===== src/rtl/addsub_seq_16bit_pkg.sv =====
// Shared definitions for the nibble-serial add/subtract unit.
//   - FSM state encoding (ST_IDLE, ST_RUN, ST_DONE)
//   - default slice and operand widths
//   - helpers deriving the RUN step count and step-counter width
package addsub_seq_16bit_pkg;

  typedef enum logic [1:0] {
    ST_IDLE = 2'd0,
    ST_RUN  = 2'd1,
    ST_DONE = 2'd2
  } state_t;

  localparam int NIB_DEF   = 4;
  localparam int WIDTH_DEF = 16;

  function automatic int nstep_of(input int width, input int nib);
    return width / nib;
  endfunction

  // A one-step machine still needs a 1-bit counter.
  function automatic int step_bits(input int nstep);
    return (nstep > 1) ? $clog2(nstep) : 1;
  endfunction

endpackage


===== src/rtl/addsub_nibble.sv =====
// Combinational NIB-bit ripple-carry adder slice.
// Ports:
//   a, b    in  NIB  nibble operands
//   cin     in  1    carry in
//   sum     out NIB  nibble sum
//   cout    out 1    carry out of the slice MSB
//   c_msb   out 1    carry into the slice MSB (for signed overflow)
module addsub_nibble
  import addsub_seq_16bit_pkg::*;
#(
  parameter int NIB = NIB_DEF
) (
  input  logic [NIB-1:0] a,
  input  logic [NIB-1:0] b,
  input  logic           cin,
  output logic [NIB-1:0] sum,
  output logic           cout,
  output logic           c_msb
);

  logic [NIB:0] c;

  always_comb begin
    c    = '0;
    sum  = '0;
    c[0] = cin;
    for (int i = 0; i < NIB; i++) begin
      sum[i]   = a[i] ^ b[i] ^ c[i];
      c[i+1]   = (a[i] & b[i]) | (c[i] & (a[i] ^ b[i]));
    end
    cout  = c[NIB];
    c_msb = c[NIB-1];
  end

endmodule


===== src/rtl/addsub_seq_16bit.sv =====
// Multi-cycle WIDTH-bit add/subtract built around one shared NIB-bit slice.
// One nibble is processed per RUN cycle, least significant first, with the
// carry held in a register between steps.
// Ports:
//   clk, rst_n        clock, async active-low reset
//   start             request, honoured only when not busy
//   sub               0: A+B, 1: A-B
//   A, B              operands, latched on an accepted start
//   busy              high while in RUN
//   done              one-cycle pulse when Sum/flags are published
//   Sum               result register
//   Ovfl, Cout        signed overflow, carry out of MSB (1 = no borrow on sub)
//   Zero, Neg         Sum == 0, Sum MSB
//
// state   | meaning
// --------+-----------------------------------------------------------
// ST_IDLE | waiting for start
// ST_RUN  | one nibble per cycle through the slice, busy=1
// ST_DONE | result published, done=1; start here is accepted directly
module addsub_seq_16bit
  import addsub_seq_16bit_pkg::*;
#(
  parameter int WIDTH = WIDTH_DEF,
  parameter int NIB   = NIB_DEF
) (
  input  logic             clk,
  input  logic             rst_n,
  input  logic             start,
  input  logic             sub,
  input  logic [WIDTH-1:0] A,
  input  logic [WIDTH-1:0] B,
  output logic             busy,
  output logic             done,
  output logic [WIDTH-1:0] Sum,
  output logic             Ovfl,
  output logic             Cout,
  output logic             Zero,
  output logic             Neg
);

  localparam int NSTEP = nstep_of(WIDTH, NIB);
  localparam int SW    = step_bits(NSTEP);
  localparam logic [SW-1:0] LAST_STEP = SW'(NSTEP - 1);

  state_t state_q, state_d;

  logic [SW-1:0]    step_q;
  logic [WIDTH-1:0] a_q;
  logic [WIDTH-1:0] bop_q;   // B already inverted for subtraction
  logic [WIDTH-1:0] acc_q;
  logic [WIDTH-1:0] acc_d;
  logic             carry_q; // starts at sub, completing the two's complement

  logic             accept;
  logic             last_step;
  logic [NIB-1:0]   nib_a, nib_b, nib_sum;
  logic             nib_cout, nib_cmsb;

  always_comb begin
    nib_a = a_q[int'(step_q)*NIB +: NIB];
    nib_b = bop_q[int'(step_q)*NIB +: NIB];
  end

  addsub_nibble #(.NIB(NIB)) u_nibble (
    .a     (nib_a),
    .b     (nib_b),
    .cin   (carry_q),
    .sum   (nib_sum),
    .cout  (nib_cout),
    .c_msb (nib_cmsb)
  );

  // Accumulator including the current step's nibble, so the final step can
  // publish the complete result on the same edge it is produced.
  always_comb begin
    acc_d = acc_q;
    acc_d[int'(step_q)*NIB +: NIB] = nib_sum;
  end

  always_comb begin
    state_d   = state_q;
    accept    = 1'b0;
    last_step = 1'b0;
    case (state_q)
      ST_IDLE: begin
        if (start) begin
          accept  = 1'b1;
          state_d = ST_RUN;
        end
      end
      ST_RUN: begin
        if (step_q == LAST_STEP) begin
          last_step = 1'b1;
          state_d   = ST_DONE;
        end
      end
      ST_DONE: begin
        if (start) begin
          accept  = 1'b1;
          state_d = ST_RUN;
        end else begin
          state_d = ST_IDLE;
        end
      end
      default: state_d = ST_IDLE;
    endcase
  end

  always_ff @(posedge clk or negedge rst_n) begin
    if (!rst_n) begin
      state_q <= ST_IDLE;
      step_q  <= '0;
      a_q     <= '0;
      bop_q   <= '0;
      acc_q   <= '0;
      carry_q <= 1'b0;
      Sum     <= '0;
      Ovfl    <= 1'b0;
      Cout    <= 1'b0;
      Zero    <= 1'b0;
      Neg     <= 1'b0;
    end else begin
      state_q <= state_d;
      if (accept) begin
        a_q     <= A;
        bop_q   <= sub ? ~B : B;
        carry_q <= sub;
        step_q  <= '0;
      end else if (state_q == ST_RUN) begin
        acc_q   <= acc_d;
        carry_q <= nib_cout;
        step_q  <= step_q + 1'b1;
        if (last_step) begin
          Sum  <= acc_d;
          Cout <= nib_cout;
          Ovfl <= nib_cmsb ^ nib_cout;
          Zero <= (acc_d == '0);
          Neg  <= acc_d[WIDTH-1];
        end
      end
    end
  end

  assign busy = (state_q == ST_RUN);
  assign done = (state_q == ST_DONE);

endmodule


===== config.mk =====
export PLATFORM = sky130hd
export DESIGN_NAME = addsub_seq_16bit
export DESIGN_NICKNAME = d
export VERILOG_FILES = /design/src/rtl/addsub_seq_16bit_pkg.sv /design/src/rtl/addsub_nibble.sv /design/src/rtl/addsub_seq_16bit.sv
export SDC_FILE = /design/constraint.sdc
export NUM_CORES = 1
export LEC_CHECK = 0
export ABC_AREA = 1
export CORE_UTILIZATION = 30
export CTS_BUF_LIST = sky130_fd_sc_hd__clkbuf_2 sky130_fd_sc_hd__clkbuf_4 sky130_fd_sc_hd__clkbuf_8
export DETAILED_ROUTE_END_ITERATION = 10
export GPL_ROUTABILITY_DRIVEN = 0
export HOLD_SLACK_MARGIN = 0.05
export SLEW_MARGIN = 20
export SYNTH_ARGS = -nofsm -noshare
export SYNTH_HDL_FRONTEND = slang
export SYNTH_SLANG_ARGS = --single-unit

===== constraint.sdc =====
create_clock -name clk -period 5.4 [get_ports clk]
set_clock_uncertainty 0.2 [all_clocks]
set_input_delay 0.54 -clock clk [delete_from_list [all_inputs] [get_ports clk]]
set_output_delay 0.54 -clock clk [all_outputs]
set_load 0.05 [all_outputs]

==> reports/summary.txt <==
DP Worst Slack: 1210 ps
Setup crit end: Zero$_DFFE_PN0P_
CP Capture Type: flop
initial antenna violation count: 0
largest net degree at the start of global routing: 73
DR vias/cell: 4.65
DRT Pass-1 Iters: 4
dpl cells: 574
Arr. time, crit path: 4240 ps
Comb pwr share: 0.516
Setup CP Type: flop to flop
FMAX: 0.238 GHz
fin crit share: 0.779
gr ovfl total: 0
reg2reg end: Zero$_DFFE_PN0P_
Total Nets Final: 488
Fin Setup TNS: 0 ps
final WL: 7780 µm
die area: 12300 µm²
commonest non-fill, non-tap cell in the layout: nand2_1
post-CTS sizing: 0
worst hold path class: input port to asynchronous set/reset pin
Initial Util: 0.310
Stages on worst setup path: 17
pwr/cell area: 672 nW/µm²
vias in the first global route: 2738
CP max stage delay: 730 ps
fin worst setup slack: 1190 ps
CP max-delay cell: dfrtp_1
commonest non-fill, non-tap cells in the layout: nand2_1, dfrtp_1, clkdlybuf4s50_1, o21ai_0, nor2_1
port bufs: 57
antenna viol nets, final: 0
global-route wire length before repair: 13200 µm
synth unique cells: 27
Finish-stage setup viols: 0
Avg Inst Size Synth: 9.06 µm²
final hold vios: 0
max-slew violations: 0
compound-gate portion of the synthesized area: 0.112
actual slew at the worst max-slew pin: 922 ps
sequential share of power: 0.320
CTS buffer count: 9
Clk pwr share: 0.164
synth warn: 0
Net Count, Synth: 438
Std-Cell Rows: 39
post-synthesis mux area share: 0.0507
post-DP HPWL: 5650 µm
Post-Syn Area: 3550 µm²
largest family of logic cells by synthesized area: simple AND/OR/NAND/NOR gates
Layout area overhead: 24.3%
via count: 2745
cells along the critical path: inv_2 > nand2_1 > a32o_1 > fa_1 > inv_1 > fa_1 > inv_1 > fa_1 > fa_1 > nor2_1 > nand3_1 > nand2_1 > nor2_1 > nand2_1 > nor2_1 > nand3_1 > nand2_1
static leakage: 1.97 nW
core area: 11500 µm²
RR Startpoint: step_q[0]$_DFFE_PN0P_
relative slew slack: 0.385
CTS Buffer Depth: 2
R2R Setup Slk: 1190 ps
xor and xnor fraction of the mapped netlist area: 0.0419
share of cells above drive strength 1: 0.0940
Startpoint Class: flop
TritonCTS clock tree: built
delay-heaviest family, CP: adder cells
RSZ-0062 raised after global routing: false
post-synthesis sequential area ratio: 0.507
Root Driver: clkbuf_8
Ant. Diodes: 0
Skew-Pair Late Insertion Delay: 340 ps
1st-iter DRT viols: 124
WL/cell: 13.2 µm
I/O pin cnt: 58
minimum clock period: 4210 ps
Min Hold Slack: 170 ps
sw power: 1.33 mW
synthesis-stage register bit count: 72
clk slew on worst S/H paths: 80 ps
critical path peak fanout: 29
GRT Util Overall: 0.133
worst vdd ir: 0.000280 V
clock sinks: 72
# Post-CTS Setup Buffers: 0
post-synthesis simple-gate area fraction: 0.183
number of H-tree levels: 3
adder-cell share of the synthesized area: 0.0437
switch share: 0.450
hold buffer count at CTS: 0
Synth Instances: 392
outcome: finished clean
Die Width: 111 µm
drt drc: 0
Worst Setup SP: step_q[0]$_DFFE_PN0P_
max cap viols: 0
cell-internal power: 1.63 mW
r2r worst-path depth: 17
Cell Count, Final, Fillers Out: 590
die height: 111 µm
CP required: 5430 ps
WP buf/inv: 3
-- registers in the layout, summed over array words and instances (netlist names) --
name	count
Sum	16
bop_q	16
acc_q	16
Cout	1
a_q	16
step_q	2
carry_q	1
Zero	1
Ovfl	1
state_q	2
-- cells in the mapped netlist (all sizes together) --
master / n / area share
a21oi: 9 / 0.014
ha: 6 / 0.021
fa: 4 / 0.023
xnor2: 17 / 0.042
mux2: 16 / 0.051
clkbuf: 3 / 0.0032
inv: 22 / 0.023
o21ai: 41 / 0.059
o22ai: 4 / 0.0070
nand3: 13 / 0.018
a31oi: 5 / 0.0088
a32o: 6 / 0.017
clkinv: 1 / 0.0011
o21a: 1 / 0.0021
nor2: 31 / 0.034
nand2: 122 / 0.13
dfrtp: 72 / 0.51
buf: 17 / 0.034
a22oi: 2 / 0.0042
-- power by group through the flow --
stage | Clock (mW) | Combinational, mW | Sequential (mW)
2_1_floorplan | 0 | 1.01 | 1.07
3_3_place_gp | 0 | 1.51 | 0.958
3_5_place_dp | 0 | 1.54 | 0.962
4_1_cts | 0.499 | 1.54 | 0.952
5_1_grt | 0.519 | 1.71 | 0.983
6_report | 0.487 | 1.53 | 0.948
-- final cells by class --
type,instances,area [µm²]
Clock inverter,4,76.3
Fill cell,1134,7050
Sequential cell,72,1800
Multi-Input combinational cell,277,1530
Clock buffer,12,159
Tap cell,143,179
Inverter,23,86.3
Timing Repair Buffer,59,581
-- cells by family after synthesis --
family | count (synthesis)
AOI/OAI and AO/OA | 68
buffers and inverters | 43
DFF | 72
xor gates and xnor gates | 17
and+or+nand+nor | 166
muxes | 16
adders and majority gates | 10
-- per-stage QoR --
| step | total power, mW | util | instance area, µm² |
|---|---|---|---|
| 6_report | 2.97 | 0.385 | 4410 |
| 5_1_grt | 3.21 | 0.385 | 4410 |
| 4_1_cts | 3.00 | 0.385 | 4410 |
| 3_5_place_dp | 2.50 | 0.364 | 4180 |
| 3_3_place_gp | 2.46 | 0.364 | 4180 |
| 2_1_floorplan | 2.08 | - | 3550 |
-- worst min path at each step --
| stage | start | endpoint | slack, ps | depth (start not counted) |
|---|---|---|---|---|
| 4_1_cts | rst_n | a_q[7]$_DFFE_PN0P_ | 230 | 2 |
| 5_1_grt | rst_n | a_q[2]$_DFFE_PN0P_ | 290 | 2 |
| 6_report | rst_n | a_q[7]$_DFFE_PN0P_ | 170 | 2 |
| 3_5_place_dp | acc_q[1]$_DFFE_PN0P_ | acc_q[1]$_DFFE_PN0P_ | 270 | 2 |
| 3_3_place_gp | Sum[1]$_DFFE_PN0P_ | Sum[1]$_DFFE_PN0P_ | 260 | 2 |
| 2_1_floorplan | rst_n | Cout$_DFFE_PN0P_ | 40 | 0 |
-- routing by layer --
| layer | share of wire | up-vias | track usage |
|---|---|---|---|
| met5 | 0 | - | 0 |
| met4 | 0.012 | 0 | 0.0347 |
| met3 | 0.046 | 9 | 0.0295 |
| met2 | 0.48 | 74 | 0.221 |
| met1 | 0.46 | 1287 | 0.174 |
| li1 | - | 1375 | - |
(Power assumes the default switching activity.)
